File: src/rtl/mdu_iter_if.sv
// Request/result bundle between the CPU control path and the iterative multiply/divide unit.
// The control path is the master; the unit is the slave.
interface mdu_iter_if #(
   parameter int WIDTH = 32
) ();
   logic             start;
   logic [2:0]       op;
   logic [WIDTH-1:0] a;
   logic [WIDTH-1:0] b;
   logic             busy;
   logic             done;
   logic [WIDTH-1:0] hi;
   logic [WIDTH-1:0] lo;

   modport master (
      output start, op, a, b,
      input  busy, done, hi, lo
   );

   modport slave (
      input  start, op, a, b,
      output busy, done, hi, lo
   );
endinterface

File: src/rtl/mdu_iter.sv
// Iterative MULT/MULTU/DIV/DIVU unit holding the HI/LO registers; MTHI/MTLO complete in one cycle.
// A request runs one bit per cycle on operand magnitudes, and the result signs are fixed up in a final cycle.
module mdu_iter #(
   parameter int WIDTH = 32
) (
   input logic        clk,
   input logic        rstn,
   mdu_iter_if.slave  bus
);
   localparam int              CW       = $clog2(WIDTH + 1);
   localparam logic [CW-1:0]   CNT_LOAD = CW'(WIDTH);
   localparam logic [CW-1:0]   CNT_ONE  = {{(CW-1){1'b0}}, 1'b1};
   localparam logic [2:0]      OP_MULT  = 3'b000;
   localparam logic [2:0]      OP_MULTU = 3'b001;
   localparam logic [2:0]      OP_DIV   = 3'b010;
   localparam logic [2:0]      OP_DIVU  = 3'b011;
   localparam logic [2:0]      OP_MTHI  = 3'b100;
   localparam logic [2:0]      OP_MTLO  = 3'b101;

   typedef enum logic [1:0] {
      ST_IDLE = 2'd0,
      ST_CALC = 2'd1,
      ST_FIX  = 2'd2
   } state_t;

   function automatic logic [WIDTH-1:0] cond_neg_w(input logic [WIDTH-1:0] v, input logic neg);
      if (neg) begin
         cond_neg_w = ~v + {{(WIDTH-1){1'b0}}, 1'b1};
      end else begin
         cond_neg_w = v;
      end
   endfunction

   function automatic logic [2*WIDTH-1:0] cond_neg_2w(input logic [2*WIDTH-1:0] v, input logic neg);
      if (neg) begin
         cond_neg_2w = ~v + {{(2*WIDTH-1){1'b0}}, 1'b1};
      end else begin
         cond_neg_2w = v;
      end
   endfunction

   state_t               state_r, state_nx_s;
   logic [CW-1:0]        cnt_r, cnt_nx_s;
   logic [2*WIDTH-1:0]   acc_r, acc_nx_s;
   logic [WIDTH-1:0]     opnd_r, opnd_nx_s;
   logic [WIDTH-1:0]     a_orig_r, a_orig_nx_s;
   logic                 is_div_r, is_div_nx_s;
   logic                 neg_lo_r, neg_lo_nx_s;
   logic                 neg_hi_r, neg_hi_nx_s;
   logic                 dz_r, dz_nx_s;
   logic                 busy_r, busy_nx_s;
   logic                 done_r, done_nx_s;
   logic [WIDTH-1:0]     hi_r, hi_nx_s;
   logic [WIDTH-1:0]     lo_r, lo_nx_s;

   logic                 sgn_op_s, sa_s, sb_s;
   logic [WIDTH:0]       mul_sum_s;
   logic [2*WIDTH-1:0]   mul_acc_s;
   logic [WIDTH:0]       div_rsh_s, div_diff_s;
   logic [2*WIDTH-1:0]   div_acc_s;
   logic [2*WIDTH-1:0]   prod_fix_s;

   assign sgn_op_s = (bus.op == OP_MULT) || (bus.op == OP_DIV);
   assign sa_s     = sgn_op_s & bus.a[WIDTH-1];
   assign sb_s     = sgn_op_s & bus.b[WIDTH-1];

   // Multiply keeps the multiplier in the low half and shifts the partial product in from the top.
   assign mul_sum_s = {1'b0, acc_r[2*WIDTH-1:WIDTH]}
                    + (acc_r[0] ? {1'b0, opnd_r} : {(WIDTH+1){1'b0}});
   assign mul_acc_s = {mul_sum_s, acc_r[WIDTH-1:1]};

   // Restoring divide: remainder in the high half, quotient bits enter at the bottom; bit WIDTH of the difference is the borrow.
   assign div_rsh_s  = {acc_r[2*WIDTH-1:WIDTH], acc_r[WIDTH-1]};
   assign div_diff_s = div_rsh_s - {1'b0, opnd_r};
   assign div_acc_s  = div_diff_s[WIDTH] ? {div_rsh_s[WIDTH-1:0], acc_r[WIDTH-2:0], 1'b0}
                                         : {div_diff_s[WIDTH-1:0], acc_r[WIDTH-2:0], 1'b1};

   assign prod_fix_s = cond_neg_2w(acc_r, neg_lo_r);

   // Next-state and next-register computation for the IDLE/CALC/FIX sequence.
   always_comb begin
      state_nx_s  = state_r;
      cnt_nx_s    = cnt_r;
      acc_nx_s    = acc_r;
      opnd_nx_s   = opnd_r;
      a_orig_nx_s = a_orig_r;
      is_div_nx_s = is_div_r;
      neg_lo_nx_s = neg_lo_r;
      neg_hi_nx_s = neg_hi_r;
      dz_nx_s     = dz_r;
      busy_nx_s   = busy_r;
      done_nx_s   = 1'b0;
      hi_nx_s     = hi_r;
      lo_nx_s     = lo_r;

      case (state_r)
         ST_IDLE: begin
            busy_nx_s = 1'b0;
            if (bus.start) begin
               case (bus.op)
                  OP_MULT, OP_MULTU, OP_DIV, OP_DIVU: begin
                     state_nx_s  = ST_CALC;
                     busy_nx_s   = 1'b1;
                     cnt_nx_s    = CNT_LOAD;
                     a_orig_nx_s = bus.a;
                     is_div_nx_s = bus.op[1];
                     neg_lo_nx_s = sa_s ^ sb_s;
                     dz_nx_s     = (bus.b == {WIDTH{1'b0}});
                     if (bus.op[1]) begin
                        acc_nx_s    = {{WIDTH{1'b0}}, cond_neg_w(bus.a, sa_s)};
                        opnd_nx_s   = cond_neg_w(bus.b, sb_s);
                        neg_hi_nx_s = sa_s;
                     end else begin
                        acc_nx_s    = {{WIDTH{1'b0}}, cond_neg_w(bus.b, sb_s)};
                        opnd_nx_s   = cond_neg_w(bus.a, sa_s);
                        neg_hi_nx_s = sa_s ^ sb_s;
                     end
                  end
                  OP_MTHI: hi_nx_s = bus.a;
                  OP_MTLO: lo_nx_s = bus.a;
                  default: state_nx_s = ST_IDLE;
               endcase
            end else begin
               state_nx_s = ST_IDLE;
            end
         end
         ST_CALC: begin
            cnt_nx_s = cnt_r - CNT_ONE;
            if (is_div_r) begin
               acc_nx_s = div_acc_s;
            end else begin
               acc_nx_s = mul_acc_s;
            end
            if (cnt_r == CNT_ONE) begin
               state_nx_s = ST_FIX;
            end else begin
               state_nx_s = ST_CALC;
            end
         end
         ST_FIX: begin
            state_nx_s = ST_IDLE;
            busy_nx_s  = 1'b0;
            done_nx_s  = 1'b1;
            if (!is_div_r) begin
               hi_nx_s = prod_fix_s[2*WIDTH-1:WIDTH];
               lo_nx_s = prod_fix_s[WIDTH-1:0];
            end else if (dz_r) begin
               hi_nx_s = a_orig_r;
               lo_nx_s = {WIDTH{1'b1}};
            end else begin
               hi_nx_s = cond_neg_w(acc_r[2*WIDTH-1:WIDTH], neg_hi_r);
               lo_nx_s = cond_neg_w(acc_r[WIDTH-1:0], neg_lo_r);
            end
         end
         default: begin
            state_nx_s = ST_IDLE;
            busy_nx_s  = 1'b0;
         end
      endcase
   end

   // State and datapath registers with synchronous active-low reset.
   always_ff @(posedge clk) begin
      if (!rstn) begin
         state_r  <= ST_IDLE;
         cnt_r    <= {CW{1'b0}};
         acc_r    <= {(2*WIDTH){1'b0}};
         opnd_r   <= {WIDTH{1'b0}};
         a_orig_r <= {WIDTH{1'b0}};
         is_div_r <= 1'b0;
         neg_lo_r <= 1'b0;
         neg_hi_r <= 1'b0;
         dz_r     <= 1'b0;
         busy_r   <= 1'b0;
         done_r   <= 1'b0;
         hi_r     <= {WIDTH{1'b0}};
         lo_r     <= {WIDTH{1'b0}};
      end else begin
         state_r  <= state_nx_s;
         cnt_r    <= cnt_nx_s;
         acc_r    <= acc_nx_s;
         opnd_r   <= opnd_nx_s;
         a_orig_r <= a_orig_nx_s;
         is_div_r <= is_div_nx_s;
         neg_lo_r <= neg_lo_nx_s;
         neg_hi_r <= neg_hi_nx_s;
         dz_r     <= dz_nx_s;
         busy_r   <= busy_nx_s;
         done_r   <= done_nx_s;
         hi_r     <= hi_nx_s;
         lo_r     <= lo_nx_s;
      end
   end

   assign bus.busy = busy_r;
   assign bus.done = done_r;
   assign bus.hi   = hi_r;
   assign bus.lo   = lo_r;
endmodule

File: src/flat_wrapper.sv
// flat-port wrapper written by rule: the top's interface ports become plain ports
module mdu_iter_flat 
#(
   parameter int WIDTH = 32
)
  (clk, rstn, bus_start, bus_op, bus_a, bus_b, bus_busy, bus_done, bus_hi, bus_lo);
  mdu_iter_if #(.WIDTH(WIDTH)) bus_i ();
  input logic clk;
  input logic rstn;
  input wire logic [$bits(bus_i.start)-1:0] bus_start;
  input wire logic [$bits(bus_i.op)-1:0] bus_op;
  input wire logic [$bits(bus_i.a)-1:0] bus_a;
  input wire logic [$bits(bus_i.b)-1:0] bus_b;
  output wire logic [$bits(bus_i.busy)-1:0] bus_busy;
  output wire logic [$bits(bus_i.done)-1:0] bus_done;
  output wire logic [$bits(bus_i.hi)-1:0] bus_hi;
  output wire logic [$bits(bus_i.lo)-1:0] bus_lo;
  assign bus_i.start = bus_start;
  assign bus_i.op = bus_op;
  assign bus_i.a = bus_a;
  assign bus_i.b = bus_b;
  assign bus_busy = bus_i.busy;
  assign bus_done = bus_i.done;
  assign bus_hi = bus_i.hi;
  assign bus_lo = bus_i.lo;
  mdu_iter #(.WIDTH(WIDTH)) u_core (.clk(clk), .rstn(rstn), .bus(bus_i));
endmodule
File: config.mk
export PLATFORM = sky130hd
export DESIGN_NAME = mdu_iter_flat
export DESIGN_NICKNAME = d
export VERILOG_FILES = /design/src/rtl/mdu_iter_if.sv /design/src/rtl/mdu_iter.sv /design/src/flat_wrapper.sv
export SDC_FILE = /design/constraint.sdc
export NUM_CORES = 1
export LEC_CHECK = 0
export BUFFER_PORTS_ARGS = -buffer_cell sky130_fd_sc_hd__buf_2
export CAP_MARGIN = 20
export CORE_UTILIZATION = 35
export CTS_CLUSTER_SIZE = 14
export DETAILED_ROUTE_END_ITERATION = 7
export GPL_TIMING_DRIVEN = 1
export SLEW_MARGIN = 15
export SYNTH_ARGS = -nofsm -noshare
export SYNTH_HDL_FRONTEND = slang
export SYNTH_SLANG_ARGS = --single-unit
export TNS_END_PERCENT = 20
File: constraint.sdc
create_clock -name clk -period 6.6 [get_ports clk]
set_input_delay 0.66 -clock clk [delete_from_list [all_inputs] [get_ports clk]]
set_output_delay 0.66 -clock clk [all_outputs]
set_load 0.01 [all_outputs]
## After elaboration in Yosys (flattened, before gate mapping)

Cells that the tools add are included.

- Flip-flop bits (word level): 206
- Input bits: 70
- Output and inout port bits: 66
- Logic and storage cells: 89

- Add/subtract/negate cells: 8
- Equal/unequal tests: 13
- Multiplexer cells: 35
- Bitwise logic cells: 8
- Reductions and logical operators: 12

Operators by type and width:

| kind | count |
|---|---|
| two-way mux 32 bit | 15 |
| two-way mux 64 bit | 5 |
| adder 32 x 1 -> 32 bit (second input constant) | 4 |
| inverter 32 bit | 4 |
| case mux 32 bit (2 select lines) | 2 |
| case mux 64 bit (2 select lines) | 1 |
| adder 64 x 1 -> 64 bit (second input constant) | 1 |
| inverter 64 bit | 1 |
| adder 32 x 33 -> 33 bit | 1 |
| subtractor 33 x 32 -> 33 bit | 1 |
| logical NOT 32 bit | 1 |
| two-way mux 6 bit | 2 |
| case mux 6 bit (2 select lines) | 1 |
| AND reduction 3 bit | 4 |
| != test 2 bit (second input constant) | 4 |
| case mux 2 bit (2 select lines) | 2 |
| == test 3 x 2 -> 1 bit (second input constant) | 2 |
| == test 3 bit (second input constant) | 2 |
| == test 6 x 1 -> 1 bit (second input constant) | 1 |
| subtractor 6 x 1 -> 6 bit (second input constant) | 1 |
| two-way mux 1 bit | 4 |
| two-way mux 2 bit | 2 |
| nonzero test 2 bit | 2 |
| OR reduction 4 bit | 1 |
| other kinds (11) | 12 |

## Depth between registers and ports, before layout

Gate-level depths: netlist (run 1).

- Depth after elaboration: 8
- Depth in mapped cells: 14
- Gate-level depth less buffers: 13

## Least setup slack after synthesis (run 1)

No wires, ideal clock.

- Path kind: register -> register
- Start point: reg u_core.acc_r[31]
- End point: reg u_core.acc_r[59]
- Library setup time: 129 ps
- Data arrival time: 3087 ps
- Data required time: 6471 ps
- Path slack: 3384 ps
- Cell stages (with the launch flop): 13
- Buffers on the path: 2
- Period minus slack after synthesis: 3216 ps
- Path through: dfxtp_1 -> inv_1 -> ha_1 -> fa_1 -> nand2b_1 -> a21o_1 -> a211o_1 -> a2111o_1 -> a211o_1 -> buf_1 -> clkbuf_1 -> a32oi_1 -> o211ai_1

- Cells in the longest elaborated chain, start to end: 4

Ends and longest elaborated chain:

| element | line | text |
|---|---|---|
| start, declared | mdu_iter.sv:44 | `logic [2*WIDTH-1:0] acc_r, acc_nx_s;` |
| start signal, assigned | mdu_iter.sv:167 | `acc_r <= {(2*WIDTH){1'b0}};` |
| start signal, assigned | mdu_iter.sv:181 | `acc_r <= acc_nx_s;` |
| subtractor 33 x 32 -> 33 bit | mdu_iter.sv:74 | `assign div_diff_s = div_rsh_s - {1'b0, opnd_r};` |
| two-way mux 64 bit | mdu_iter.sv:75 | `assign div_acc_s = div_diff_s[WIDTH] ? {div_rsh_s[WIDTH-1:0], acc_r[WIDTH-2:0], 1'b0}` |
| two-way mux 64 bit | mdu_iter.sv:129 | `if (is_div_r) begin` |
| case mux 64 bit (2 select lines) | mdu_iter.sv:96 | `case (state_r)` |

No other way between the ends.
A chain may end at the register's enable or synchronous reset.

## Worst setup path after layout (run 1)

- Start point: reg u_core.acc_r[31]
- End point: reg u_core.acc_r[58]

The elaborated chain is that of the path after synthesis.

==> results.py, run 1 <==
metrics = {
    "timing": {
        "finalClockSkew_ps": 22.24,
        "tightestPinTransition_ps": 1012,
        "fin_crit_sh_pct": 63.44,
        "slew_violations": 0,
        "fmax_mhz": 238.8,
        "setup_viol": 0,
        "hold_viol_final": 0,
        "period_needed_ps": 4187,
        "maxSlewHeadroom_pct": 30.77,
        "setup_tns_ps": 0,
        "rsz0062_at_grt": "no",
    },
    "detailed_routing": {
        "vias_per_cell": 6.116,
        "drt_iter0_markers": 1810,
        "post_drt_wl_per_cell_um": 22.87,
        "drt_wl_total_mm": 67.09,
        "num_vias": 17940,
        "first_pass_iters": 6,
        "antenna_left": 0,
        "post-route-drc-count": 0,
    },
    "floorplan": {
        "start_util_pct": 35.52,
        "fp.dieW_um": 222.1,
        "dieHeight_um": 222.1,
        "core_area_mm2": 0.04775,
        "ios": 136,
        "dieArea_mm2": 0.04934,
        "fp-row-count": 80,
    },
    "power": {
        "powerDensity_mw_per_mm2": 201.9,
        "p_leak_nw": 7.640,
        "p_total_mw": 3.790,
        "vdd_drop_max_uv": 246.6,
    },
    "yosys": {
        "yosysSeqAreaShare_pct": 24.32,
        "synthCells": 2289,
        "syn_area_per_cell_um2": 7.409,
        "synthFlopType": "dfxtp_1",
        "synth-seq-cells": 206,
        "syn-num-nets": 2431,
        "synthArstFlopShare_pct": 0,
        "ys_warn_count": 0,
        "synth_cell_type_count": 77,
        "synth_edf_count": 0,
        "syn-cell-area_mm2": 0.01696,
    },
    "clock_network": {
        "clock_path_buffers": 3,
        "cts_max_level": 1,
        "numCtsBuffers": 24,
        "cts_hold_buf": 0,
        "clock_latency_ps": 550,
        "cts_resized": 0,
        "cts_tree": "yes",
        "post_cts_buffers": 0,
        "clock-root-buffer": "clkbuf_16",
        "clk_pin_slew_worst_paths_ps": 60,
        "clkSinkCount": 206,
    },
    "placement": {
        "placed_cell_area_mm2": 0.01798,
        "gp_congestion": 0.9627,
        "numPortBuffers": 135,
        "dp_hpwl_mm": 49.72,
        "place_inst": 2891,
    },
    "grt": {
        "grt.busiest_layer": "met2",
        "grt_pass1_vias": 16660,
        "grt_use_total_pct": 26.12,
        "grt_pass1_wl_mm": 100.2,
        "antenna_found_initial": 1,
        "grt_overflow": 0,
        "use_met2_pct": 42.12,
        "grt_max_degree": 81,
        "use_met3_pct": 4.970,
        "met1_usage_pct": 33.81,
    },
    "critical_path": {
        "end_kind": "flop",
        "crit_type": "flop to flop",
        "worst-endpoint-arrival_ps": 4610,
        "critPathRequiredTime_ps": 7030,
        "critPathMaxFanout": 7,
        "start_kind": "flop",
    },
    "worst_hold_path": {
        "hp-class": "flop to flop",
    },
    "layout": {
        "final_area_mm2": 0.01877,
        "fin_nets": 2444,
        "final_cells": 2933,
        "area_growth_syn_to_layout_pct": 10.71,
        "drive_above_1_share_pct": 12.38,
        "antenna_cells": 0,
    },
    "status": {
        "status": "finished, final reports clean",
    },
    "run": {
        "maxCapViolCount": 0,
    },
}
[Yosys cell counts, types with 48 or more instances]
master,count,area share [%]
xnor2_1,101,5.2
dfxtp_1,206,24
nor2_1,185,4.1
nand3_1,49,1.4
ha_1,70,5.2
mux2i_1,75,4.4
a21oi_1,212,6.3
nand2_1,236,5.2
o21ai_0,208,6.1
clkbuf_1,155,3.4
nor3_1,48,1.4
xor2_1,95,4.9
inv_1,62,1.4
[power by group]
part	total, mW	internal [mW]	switching [mW]
logic	0.988	0.346	0.642
registers	1.41	1.32	0.0923
clock network	1.39	0.810	0.582
[state kept, by name, summed over array words and instances (netlist names)]
register and count:
u_core.bus.lo 32, u_core.cnt_r 6, u_core.state_r 2, u_core.bus.done 1, u_core.dz_r 1, u_core.neg_hi_r 1, u_core.bus.busy 1, u_core.a_orig_r 32
u_core.acc_r 64, u_core.bus.hi 32, u_core.is_div_r 1, u_core.opnd_r 32, u_core.neg_lo_r 1
[metrics by stage]
stage	hold slack, ps	util, %	worst slack [ps]
final	458.7	39.32	2413
after global routing	460.0	39.32	2235
after CTS	444.3	39.32	2531
after detailed placement	456.5	37.65	2549
after global placement	450.0	37.62	2417
after floorplan	440.0	-	3384
[layout make-up]
| class | instances | area (µm²) |
|---|---|---|
| Timing Repair Buffer | 159 | 865.8 |
| Fill cell | 4948 | 28970 |
| Inverter | 62 | 232.7 |
| Sequential cell | 206 | 4129 |
| Clock inverter | 10 | 105.1 |
| Multi-Input combinational cell | 1849 | 11980 |
| Tap cell | 615 | 769.5 |
| Clock buffer | 32 | 691.9 |
[final timing paths]
path	start	to	slack [ps]	cells past startpoint
hold reg to reg	u_core.bus.busy	u_core.bus.busy	460	2
hold / removal	u_core.bus.busy	u_core.bus.busy	460	2
setup / recovery	u_core.acc_r[31]	u_core.acc_r[58]	2410	12
setup reg to reg	u_core.acc_r[31]	u_core.acc_r[58]	2410	12
[logic make-up (layout without fill, tap and decap cells)]
kind of cell,after synthesis,after routing,synth area share (%)
muxes,122,122,7.548
and+or+nand+nor,718,718,20.29
AOI/OAI and AO/OA,740,740,26.96
DFF,206,206,24.32
xor gates and xnor gates,197,197,10.22
buffers and inverters,234,263,5.268
adders and majority gates,72,72,5.401
[worst max-delay path: stages (launching register included)]
cell and delay (ps):
dfxtp_1 540, inv_1 140, ha_1 240, fa_1 400
nand2b_1 190, a21o_1 230, a2111oi_0 890, nor2_1 210
o31ai_1 460, a41oi_1 200, xor2_1 310, o211a_1 170
o21ai_0 90
[per-layer routing]
| layer | routed length [µm] | vias up |
|---|---|---|
| li1 | - | 8281 |
| met1 | 27510 | 8647 |
| met2 | 30680 | 853 |
| met3 | 5962 | 158 |
| met4 | 2930 | 0 |
| met5 | 0 | - |
[cells in the final DEF (no fill, tap or decap), drive strengths merged, types with 11 or more instances in the layout]
| master | count |
|---|---|
| o31ai | 30 |
| o221ai | 13 |
| or3 | 24 |
| a21o | 39 |
| nand4 | 20 |
| nand3 | 49 |
| nor2 | 185 |
| and2 | 23 |
| xnor2 | 101 |
| xor2 | 96 |
| nand2 | 237 |
| a211oi | 25 |
| or2 | 14 |
| and3 | 11 |
| buf | 159 |
| mux2 | 47 |
| o22ai | 25 |
| a22oi | 14 |
| nand2b | 23 |
| nor4 | 13 |
| o41ai | 12 |
| o21ai | 216 |
| ha | 70 |
| a21boi | 38 |
| dfxtp | 206 |
| inv | 62 |
| a31oi | 19 |
| nor2b | 24 |
| mux2i | 75 |
| nor3 | 50 |
| o211ai | 25 |
| or4 | 22 |
| a21oi | 212 |
| clkbuf | 32 |
| a221oi | 13 |
Power figures use the tool's default switching activity.
==> run 2: changes to the inputs <==
==> constraint.sdc (replaced) <==
create_clock -name clk -period 4.1 [get_ports clk]
set_input_delay 0.41 -clock clk [delete_from_list [all_inputs] [get_ports clk]]
set_output_delay 0.41 -clock clk [all_outputs]
set_load 0.01 [all_outputs]
==> run 2 against run 1 <==
Net effect: cell count up 0.92%; sequential share of layout area down 0.16 points; core utilization up 0.29 points; combinational power up 63%; power up 58%; critical path type unchanged; worst hold slack worse by 250 ps; largest power group unchanged; critical path depth unchanged; sequential power up 60%; count of clock-buffer cells in the layout down 3; die area unchanged.
==> results.py, run 2 (synthesis results as in run 1) <==
metrics = {
    "grt": {
        "grt_pass1_vias": 16400,
        "grt_pass1_wl_mm": 99.02,
        "grt_max_degree": 85,
        "grt_overflow": 0,
        "antenna_found_initial": 4,
        "grt_use_total_pct": 25.85,
    },
    "timing": {
        "maxSlewHeadroom_pct": 42.56,
        "fin_crit_sh_pct": 91.31,
        "tightestPinTransition_ps": 854.3,
        "hold_viol_final": 0,
        "rsz0062_at_grt": "no",
        "slew_violations": 0,
        "whs_ps": 205.9,
        "period_needed_ps": 3744,
        "finalClockSkew_ps": 18.38,
        "setup_viol": 0,
        "fmax_mhz": 267.1,
        "setup_tns_ps": 0,
    },
    "power": {
        "p_total_mw": 6.004,
        "vdd_drop_max_uv": 234.4,
        "pwr-share-seq_pct": 37.6,
        "p_clk_share_pct": 35.7,
        "p_leak_nw": 7.751,
        "p_sw_mw": 2.135,
        "internal_power_mw": 3.870,
        "sw_frac_of_total_pct": 35.55,
        "combPwrFrac_pct": 26.7,
        "powerDensity_mw_per_mm2": 317.4,
    },
    "layout": {
        "final_common_cell": "nand2_1",
        "largest_register": "u_core.acc_r",
        "area_growth_syn_to_layout_pct": 11.53,
        "final_cell_mix": "nand2_1 (235), a21oi_1 (212), o21ai_0 (208)",
        "fin_nets": 2470,
        "final_cells": 2960,
        "fin_util_pct": 39.61,
        "largest_reg_flops": 64,
        "drive_above_1_share_pct": 13.31,
    },
    "placement": {
        "gp_congestion": 0.9512,
        "numPortBuffers": 135,
        "dp_hpwl_mm": 50.16,
        "place_inst": 2917,
    },
    "clock_network": {
        "cts_hold_buf": 0,
        "clkSinkCount": 206,
        "clk_pin_slew_worst_paths_ps": 60,
        "post_cts_buffers": 0,
        "cts_tree": "yes",
        "clock-root-buffer": "clkbuf_16",
        "numCtsBuffers": 24,
        "clock_latency_ps": 560,
        "cts_resized": 0,
        "cts_max_level": 1,
        "clock_path_buffers": 3,
    },
    "critical_path": {
        "critPathMaxFanout": 44,
        "path_delay_family": "compound AO/OA/AOI/OAI gates",
        "critPathRequiredTime_ps": 4560,
        "start_kind": "flop",
        "crit_type": "flop to flop",
        "crit_chain": "inv_1 > ha_1 > fa_1 > nand2b_1 > a21o_1 > a211o_1 > a2111o_1 > a211o_2 > buf_4 > nor2_1 > a21oi_1 > o221ai_1",
        "end_kind": "flop",
        "worst-endpoint-arrival_ps": 4210,
        "crit_slowest_cell": "a211o_2",
        "reg2reg_from": "u_core.acc_r[31]",
        "critical_path_buf_inv_count": 2,
        "cpPeakStageDelay_ps": 650,
        "crit_start": "u_core.acc_r[31]",
    },
    "run": {
        "maxCapViolCount": 0,
    },
    "floorplan": {
        "ios": 136,
        "dieArea_mm2": 0.04934,
        "dieHeight_um": 222.1,
        "fp-row-count": 80,
        "fp.dieW_um": 222.1,
        "start_util_pct": 35.52,
        "core_area_mm2": 0.04775,
    },
    "status": {
        "status": "finished, final reports clean",
    },
    "worst_hold_path": {
        "hp-class": "primary input to flop",
        "hp-start": "bus_a[3]",
    },
    "detailed_routing": {
        "num_vias": 17640,
        "post_drt_wl_per_cell_um": 22.32,
        "drt_iter0_markers": 1644,
        "vias_per_cell": 5.960,
        "antenna_left": 0,
        "first_pass_iters": 7,
        "drt_wl_total_mm": 66.06,
        "post-route-drc-count": 0,
    },
}
run 2: layout make-up:
class	instances	area, µm²
well taps	615	769.5
inverters	62	232.7
diodes	1	2.502
flip-flops and latches	206	4129
clock inverters	13	115.1
clock buffers	29	639.4
repair buffers	185	1054
multi-input cells	1849	11970
fillers	4969	28830
run 2: power groups by stage:
stage / combinational, mW / sequential [mW] / clock, mW
finish: 1.61 / 2.26 / 2.14
global placement: 1.56 / 2.29 / 0
floorplan: 1.07 / 2.24 / 0
detailed placement: 1.57 / 2.30 / 0
CTS: 1.58 / 2.25 / 2.16
global route: 1.73 / 2.27 / 2.23
run 2: worst min-delay path: stages:
cell and delay [ps]:
buf_2 170, nand2_1 70, a21boi_0 60
run 2: per-stage QoR:
stage / cell area, µm² / worst slack, ps
2_1_floorplan: 16960 / 884.3
3_3_place_gp: 18160 / 475.6
3_5_place_dp: 18160 / 395.6
4_1_cts: 18910 / 390.3
5_1_grt: 18910 / 119.5
6_report: 18910 / 356.3
run 2: per-layer routing:
metal  GRT usage, %  up-vias  share of wire, %
met5              0        -                 0
met4          9.095        0               3.5
met3          4.095      118               7.9
met2          41.94      726                45
met1          34.52     8476                43
li1               -     8322                 -
run 2: final timing paths:
path                             end  slack, ps  cells past startpoint
setup / recovery    u_core.acc_r[49]        360                     12
hold reg to reg   u_core.a_orig_r[9]        470                      2
hold / removal    u_core.a_orig_r[3]        210                      3
setup reg to reg    u_core.acc_r[49]        360                     12
